## config.mk

```make
export PLATFORM = sky130hd
export DESIGN_NAME = result_collector
export DESIGN_NICKNAME = d
export VERILOG_FILES = /design/src/rtl/result_collector.sv
export SDC_FILE = /design/constraint.sdc
export NUM_CORES = 1
export LEC_CHECK = 0
export CORE_AREA = 5 5 108 110
export DETAILED_ROUTE_END_ITERATION = 12
export DIE_AREA = 0 0 113 115
export GPL_TIMING_DRIVEN = 0
export PLACE_DENSITY_LB_ADDON = 0.15
export SLEW_MARGIN = 5
export SYNTH_ARGS = -nofsm -noshare
export SYNTH_HDL_FRONTEND = slang
export SYNTH_SLANG_ARGS = --single-unit
export TNS_END_PERCENT = 100
```

## constraint.sdc

```tcl
create_clock -name clk -period 6.21 [get_ports clk]
set_clock_uncertainty 0.1 [all_clocks]
set_input_delay 0.9315 -clock clk [delete_from_list [all_inputs] [get_ports clk]]
set_output_delay 0.9315 -clock clk [all_outputs]
set_load 0.005 [all_outputs]
```

## src/rtl/result_collector.sv

```systemverilog
// Collects one result beat per lane into holding registers, then serializes the
// complete row in lane order onto a single output stream with frame accounting.
module result_collector #(
    parameter int unsigned RSLT_WIDTH  = 16,
    parameter int unsigned CHANNELS    = 4,
    parameter int unsigned KEEP_WIDTH  = (RSLT_WIDTH + 7) / 8,
    parameter int unsigned ID_WIDTH    = 8,
    parameter int unsigned DEST_WIDTH  = 8,
    parameter int unsigned OUTPUT_ID   = 1,
    parameter int unsigned OUTPUT_DEST = 0
) (
    input  logic                           clk,
    input  logic                           rst,
    input  logic [CHANNELS*RSLT_WIDTH-1:0] s_axis_rslt_tdata,
    input  logic [CHANNELS-1:0]            s_axis_rslt_tvalid,
    output logic [CHANNELS-1:0]            s_axis_rslt_tready,
    input  logic [CHANNELS-1:0]            s_axis_rslt_tlast,
    output logic [RSLT_WIDTH-1:0]          m_axis_data_tdata,
    output logic [KEEP_WIDTH-1:0]          m_axis_data_tkeep,
    output logic                           m_axis_data_tvalid,
    input  logic                           m_axis_data_tready,
    output logic                           m_axis_data_tlast,
    output logic [ID_WIDTH-1:0]            m_axis_data_tid,
    output logic [DEST_WIDTH-1:0]          m_axis_data_tdest,
    output logic                           err_unaligned_data,
    output logic [31:0]                    frame_count
);

    localparam int unsigned IDX_W = (CHANNELS > 1) ? $clog2(CHANNELS) : 1;
    localparam logic [IDX_W-1:0] LAST_IDX = IDX_W'(CHANNELS - 1);

    typedef enum logic {StFill, StDrain} state_e;

    state_e                  state_q, state_d;
    logic [IDX_W-1:0]        idx_q, idx_d;
    logic                    row_last_q, row_last_d;
    logic                    err_q, err_d;
    logic [31:0]             frame_count_q, frame_count_d;
    logic                    clear_full;

    logic [RSLT_WIDTH-1:0]   lane_data_q [CHANNELS];
    logic [CHANNELS-1:0]     lane_last_q;
    logic [CHANNELS-1:0]     full_q;

    // Lane holding registers; a full lane refuses new data until the row drains.
    always_ff @(posedge clk) begin
        if (rst) begin
            full_q      <= '0;
            lane_last_q <= '0;
            for (int k = 0; k < CHANNELS; k++) begin
                lane_data_q[k] <= '0;
            end
        end else begin
            for (int k = 0; k < CHANNELS; k++) begin
                if (clear_full) begin
                    full_q[k] <= 1'b0;
                end else if (s_axis_rslt_tvalid[k] && !full_q[k]) begin
                    full_q[k]      <= 1'b1;
                    lane_last_q[k] <= s_axis_rslt_tlast[k];
                    lane_data_q[k] <= s_axis_rslt_tdata[k*RSLT_WIDTH +: RSLT_WIDTH];
                end
            end
        end
    end

    always_ff @(posedge clk) begin
        if (rst) begin
            state_q       <= StFill;
            idx_q         <= '0;
            row_last_q    <= 1'b0;
            err_q         <= 1'b0;
            frame_count_q <= '0;
        end else begin
            state_q       <= state_d;
            idx_q         <= idx_d;
            row_last_q    <= row_last_d;
            err_q         <= err_d;
            frame_count_q <= frame_count_d;
        end
    end

    always_comb begin
        state_d       = state_q;
        idx_d         = idx_q;
        row_last_d    = row_last_q;
        err_d         = err_q;
        frame_count_d = frame_count_q;
        clear_full    = 1'b0;
        unique case (state_q)
            StFill: begin
                if (&full_q) begin
                    state_d    = StDrain;
                    idx_d      = '0;
                    row_last_d = &lane_last_q;
                    if ((|lane_last_q) != (&lane_last_q)) begin
                        err_d = 1'b1;
                    end
                end
            end
            StDrain: begin
                if (m_axis_data_tready) begin
                    if (idx_q == LAST_IDX) begin
                        clear_full = 1'b1;
                        state_d    = StFill;
                        idx_d      = '0;
                        if (row_last_q) begin
                            frame_count_d = frame_count_q + 32'd1;
                        end
                    end else begin
                        idx_d = idx_q + IDX_W'(1);
                    end
                end
            end
            default: state_d = StFill;
        endcase
    end

    // Outputs come from registers only, so the beat holds under backpressure.
    always_comb begin
        m_axis_data_tvalid = (state_q == StDrain);
        m_axis_data_tdata  = m_axis_data_tvalid ? lane_data_q[idx_q] : '0;
        m_axis_data_tlast  = m_axis_data_tvalid && row_last_q && (idx_q == LAST_IDX);
    end

    assign s_axis_rslt_tready = ~full_q;
    assign m_axis_data_tkeep  = '1;
    assign m_axis_data_tid    = ID_WIDTH'(OUTPUT_ID);
    assign m_axis_data_tdest  = DEST_WIDTH'(OUTPUT_DEST);
    assign err_unaligned_data = err_q;
    assign frame_count        = frame_count_q;

endmodule

```

==> results.yml <==
run_status:
  run_status: "finished clean"
yosys:
  post_synth_num_cell_types: 36
  synth_ff_type: "edfxtp_1"
  synth_sequential_area_ratio: 0.560
  yosys_warnings: 0
  synthesis.area_per_instance_um2: 11.5
  post_synth_inst_count: 443
  asyncSetResetFlopFracSynth: 0
  synth_edf_count: 64
  synth_seq_cells: 111
  syn_area_um2: 5110
setup_path:
  timing.setup.critical_path_class: "reg -> out"
  crit_chain: "clkbuf_1 > buf_2 > mux4_2 > and2_1 > clkdlybuf4s50_1"
  crit_required_ns: 5.18
  critical-path-top-delay-family: "buffers and inverters"
  cp_data_arrival_time_ns: 2.74
  endpoint_of_the_most_critical_register_to_register_path: "lane_data_q[1][10]"
  timing.critical_path.slowest_cell_delay_ns: 0.55
  worstSetupEndpointType: "output port"
  reg2reg_slack_ns: 3.58
  crit_slowest_cell: "mux4_2"
  rr_startpoint: "idx_q[0]"
  crit_path_end: "m_axis_data_tdata[11]"
  instance_count_on_the_critical_path: 5
  critical_path_buf_inv_count: 3
  crit_path_start_kind: "register"
  reg2reg_depth: 7
  crit_fanout: 10
power:
  power_density_nw_per_um2: 205
  report.power.total_w: 0.00140
  p_switching_w: 0.000317
  power_report.internal_total_w: 0.00108
  power.sequential.fraction: 0.590
  power.share.combinational: 0.091
  p_leak_nw: 2.49
  netSwitchingFraction: 0.227
  clockPowerShare: 0.319
  maximum_resistive_drop_on_vdd_v: 0.000113
timing:
  rsz0062_at_grt: "no"
  post-route-period-util: 0.608
  worst_pin_slew_ns: 1.00
  final_period_minus_worst_setup_slack_ns: 3.77
  drv_slew: 0
  setup_viol: 0
  totalNegativeSetupSlack_ns: 0
  fin_worst_hold_slack_ns: 0.348
  timing.final.hold_violations: 0
  max_freq_ghz: 0.265
  max_slew_margin: 0.325
place:
  portBuffers: 129
  placedCellCount: 728
  gp_routability_congestion: 0.807
  dpl.hpwl_um: 9380
global_route:
  grt_pass1_wl_um: 19800
  groute.usage.overall: 0.197
  antenna_found_initial: 0
  grt_start_max_net_pins: 20
  grt_pass1_vias: 3865
  grt-ovfl-total: 0
finish:
  area_growth_syn_to_layout_pct: 33.9
  proportion_of_layout_cells_with_a_drive_suffix_above_1: 0.106
  antennaDiodeCount: 0
  most_common_cell_after_layout_fill_and_taps_aside: "clkdlybuf4s50_1"
  layout.cells.most_common_list: "clkdlybuf4s50_1, and2_1, edfxtp_1, dfxtp_1, nor2_1"
  finalNonFillerCells: 744
  design.final.nets: 676
cts:
  post_cts_resized: 0
  tritoncts: "built"
  tritoncts.num_buffers: 9
  clock_tree.buffer_depth: 2
  h-tree-depth: 3
  clock_pin_slew_on_the_worst_setup_and_hold_paths_ns: 0.10
  clock-root-buffer: "clkbuf_8"
  cts-hold-fix-buffers: 0
  worstSkewPairLatency_ns: 0.38
  clock_sink_count: 111
  post-cts-setup-buffers: 0
die:
  chipWidth_um: 113
  rows: 38
  pin_count: 148
  vertical_die_dimension_um: 115
  fp.dieArea_um2: 13000
  core_area_um2: 10600
  floorplan.initialDensity: 0.482
detailed_routing:
  drt_pass1_iterations: 5
  drt_drc_violations_left: 0
  via_per_inst: 5.06
  detail_route.wirelength_um: 12600
  detailroute.via_count: 3765
  routed_wire_length_per_instance_um: 17.0
  antenna_left: 0
  drt_first_iter_violations: 141
min_path:
  min-delay-start: "err_unaligned_data"
  timing.hold.worst.class: "reg -> reg"
job:
  cap_violations: 0
-- metrics by stage --
stage / utilization / instance area [um2] / worst slack [ns]
after detailed placement: 0.626 / 6640 / 2.39
after global routing: 0.645 / 6840 / 2.20
after CTS: 0.645 / 6840 / 2.37
final: 0.645 / 6840 / 2.44
after floorplan: - / 5170 / 3.49
after global placement: 0.626 / 6640 / 2.43
-- how the worst min path moves through the flow --
| stage | end | slack [ns] | cells past startpoint |
|---|---|---|---|
| final | err_unaligned_data | 0.35 | 2 |
| after global routing | err_unaligned_data | 0.37 | 2 |
| after floorplan | err_unaligned_data | 0.34 | 2 |
| after detailed placement | err_unaligned_data | 0.34 | 2 |
| after global placement | err_unaligned_data | 0.34 | 2 |
| after CTS | err_unaligned_data | 0.35 | 2 |
-- cell usage after synthesis, types with 5 or more instances --
| cell | instances | area (um2) |
|---|---|---|
| o31ai_1 | 5 | 37.5 |
| nand2_1 | 13 | 48.8 |
| edfxtp_1 | 64 | 1920 |
| or4_1 | 8 | 60.1 |
| nand4_1 | 10 | 62.6 |
| buf_4 | 18 | 135 |
| clkbuf_1 | 17 | 63.8 |
| nand2b_1 | 5 | 31.3 |
| a21oi_1 | 19 | 95.1 |
| and2_1 | 80 | 500 |
| mux2i_1 | 5 | 50.1 |
| dfxtp_1 | 47 | 941 |
| or3_1 | 11 | 68.8 |
| xnor2_1 | 5 | 43.8 |
| nor2b_1 | 8 | 50.1 |
| and4_1 | 5 | 43.8 |
| nand3_1 | 19 | 95.1 |
| inv_1 | 10 | 37.5 |
| nor2_1 | 30 | 113 |
| mux2_2 | 8 | 90.1 |
| mux4_2 | 16 | 360 |
| o21ai_0 | 9 | 45.0 |
-- state kept, by name, summed over array words and instances (netlist names), named ones only --
signal              cells
idx_q                   2
frame_count            32
full_q                  4
m_axis_data_tvalid      1
row_last_q              1
err_unaligned_data      1
lane_data_q            64
lane_last_q             4
-- power by group through the flow --
stage / logic, W / registers (W) / clock network [W]
floorplan: 0.0000574 / 0.000837 / 0
global placement: 0.000127 / 0.000841 / 0
detailed placement: 0.000128 / 0.000843 / 0
CTS: 0.000129 / 0.000826 / 0.000454
global route: 0.000139 / 0.000830 / 0.000489
finish: 0.000128 / 0.000826 / 0.000446
-- metal layers --
layer  track usage  wire length (um)  vias to the layer above
met5             0                 0                        -
met4        0.0529               150                        0
met3        0.0489               931                       14
met2         0.342              6350                      114
met1         0.248              5200                     1786
li1              -                 -                     1851
-- logic make-up after synthesis --
| kind of cell | after synthesis | share of synthesized area |
|---|---|---|
| simple gates | 207 | 0.234 |
| flops | 111 | 0.560 |
| buf+inv | 49 | 0.0500 |
| compound gates | 35 | 0.0380 |
| mux | 29 | 0.0980 |
| xor+xnor | 8 | 0.0137 |
| fa+ha+maj | 2 | 0.00490 |
| other cells | 2 | 0.00147 |
-- layout make-up --
cell class,count,area (um2)
plain buffers,39,218
clock buffers,9,124
clock inverters,7,80.1
fillers,878,3760
inverters,10,37.5
multi-input cells,299,2050
flip-flops and latches,111,2860
well taps,140,175
repair buffers,129,1290
-- worst reg2reg max path, delay by kind of cell, from the launching register on --
kind          cells  cell delay, ns
simple gates      4            1.17
buf+inv           2            0.64
flops             1            0.34
fa+ha+maj         1            0.26
Note: power is estimated with default switching activity, not from simulation.
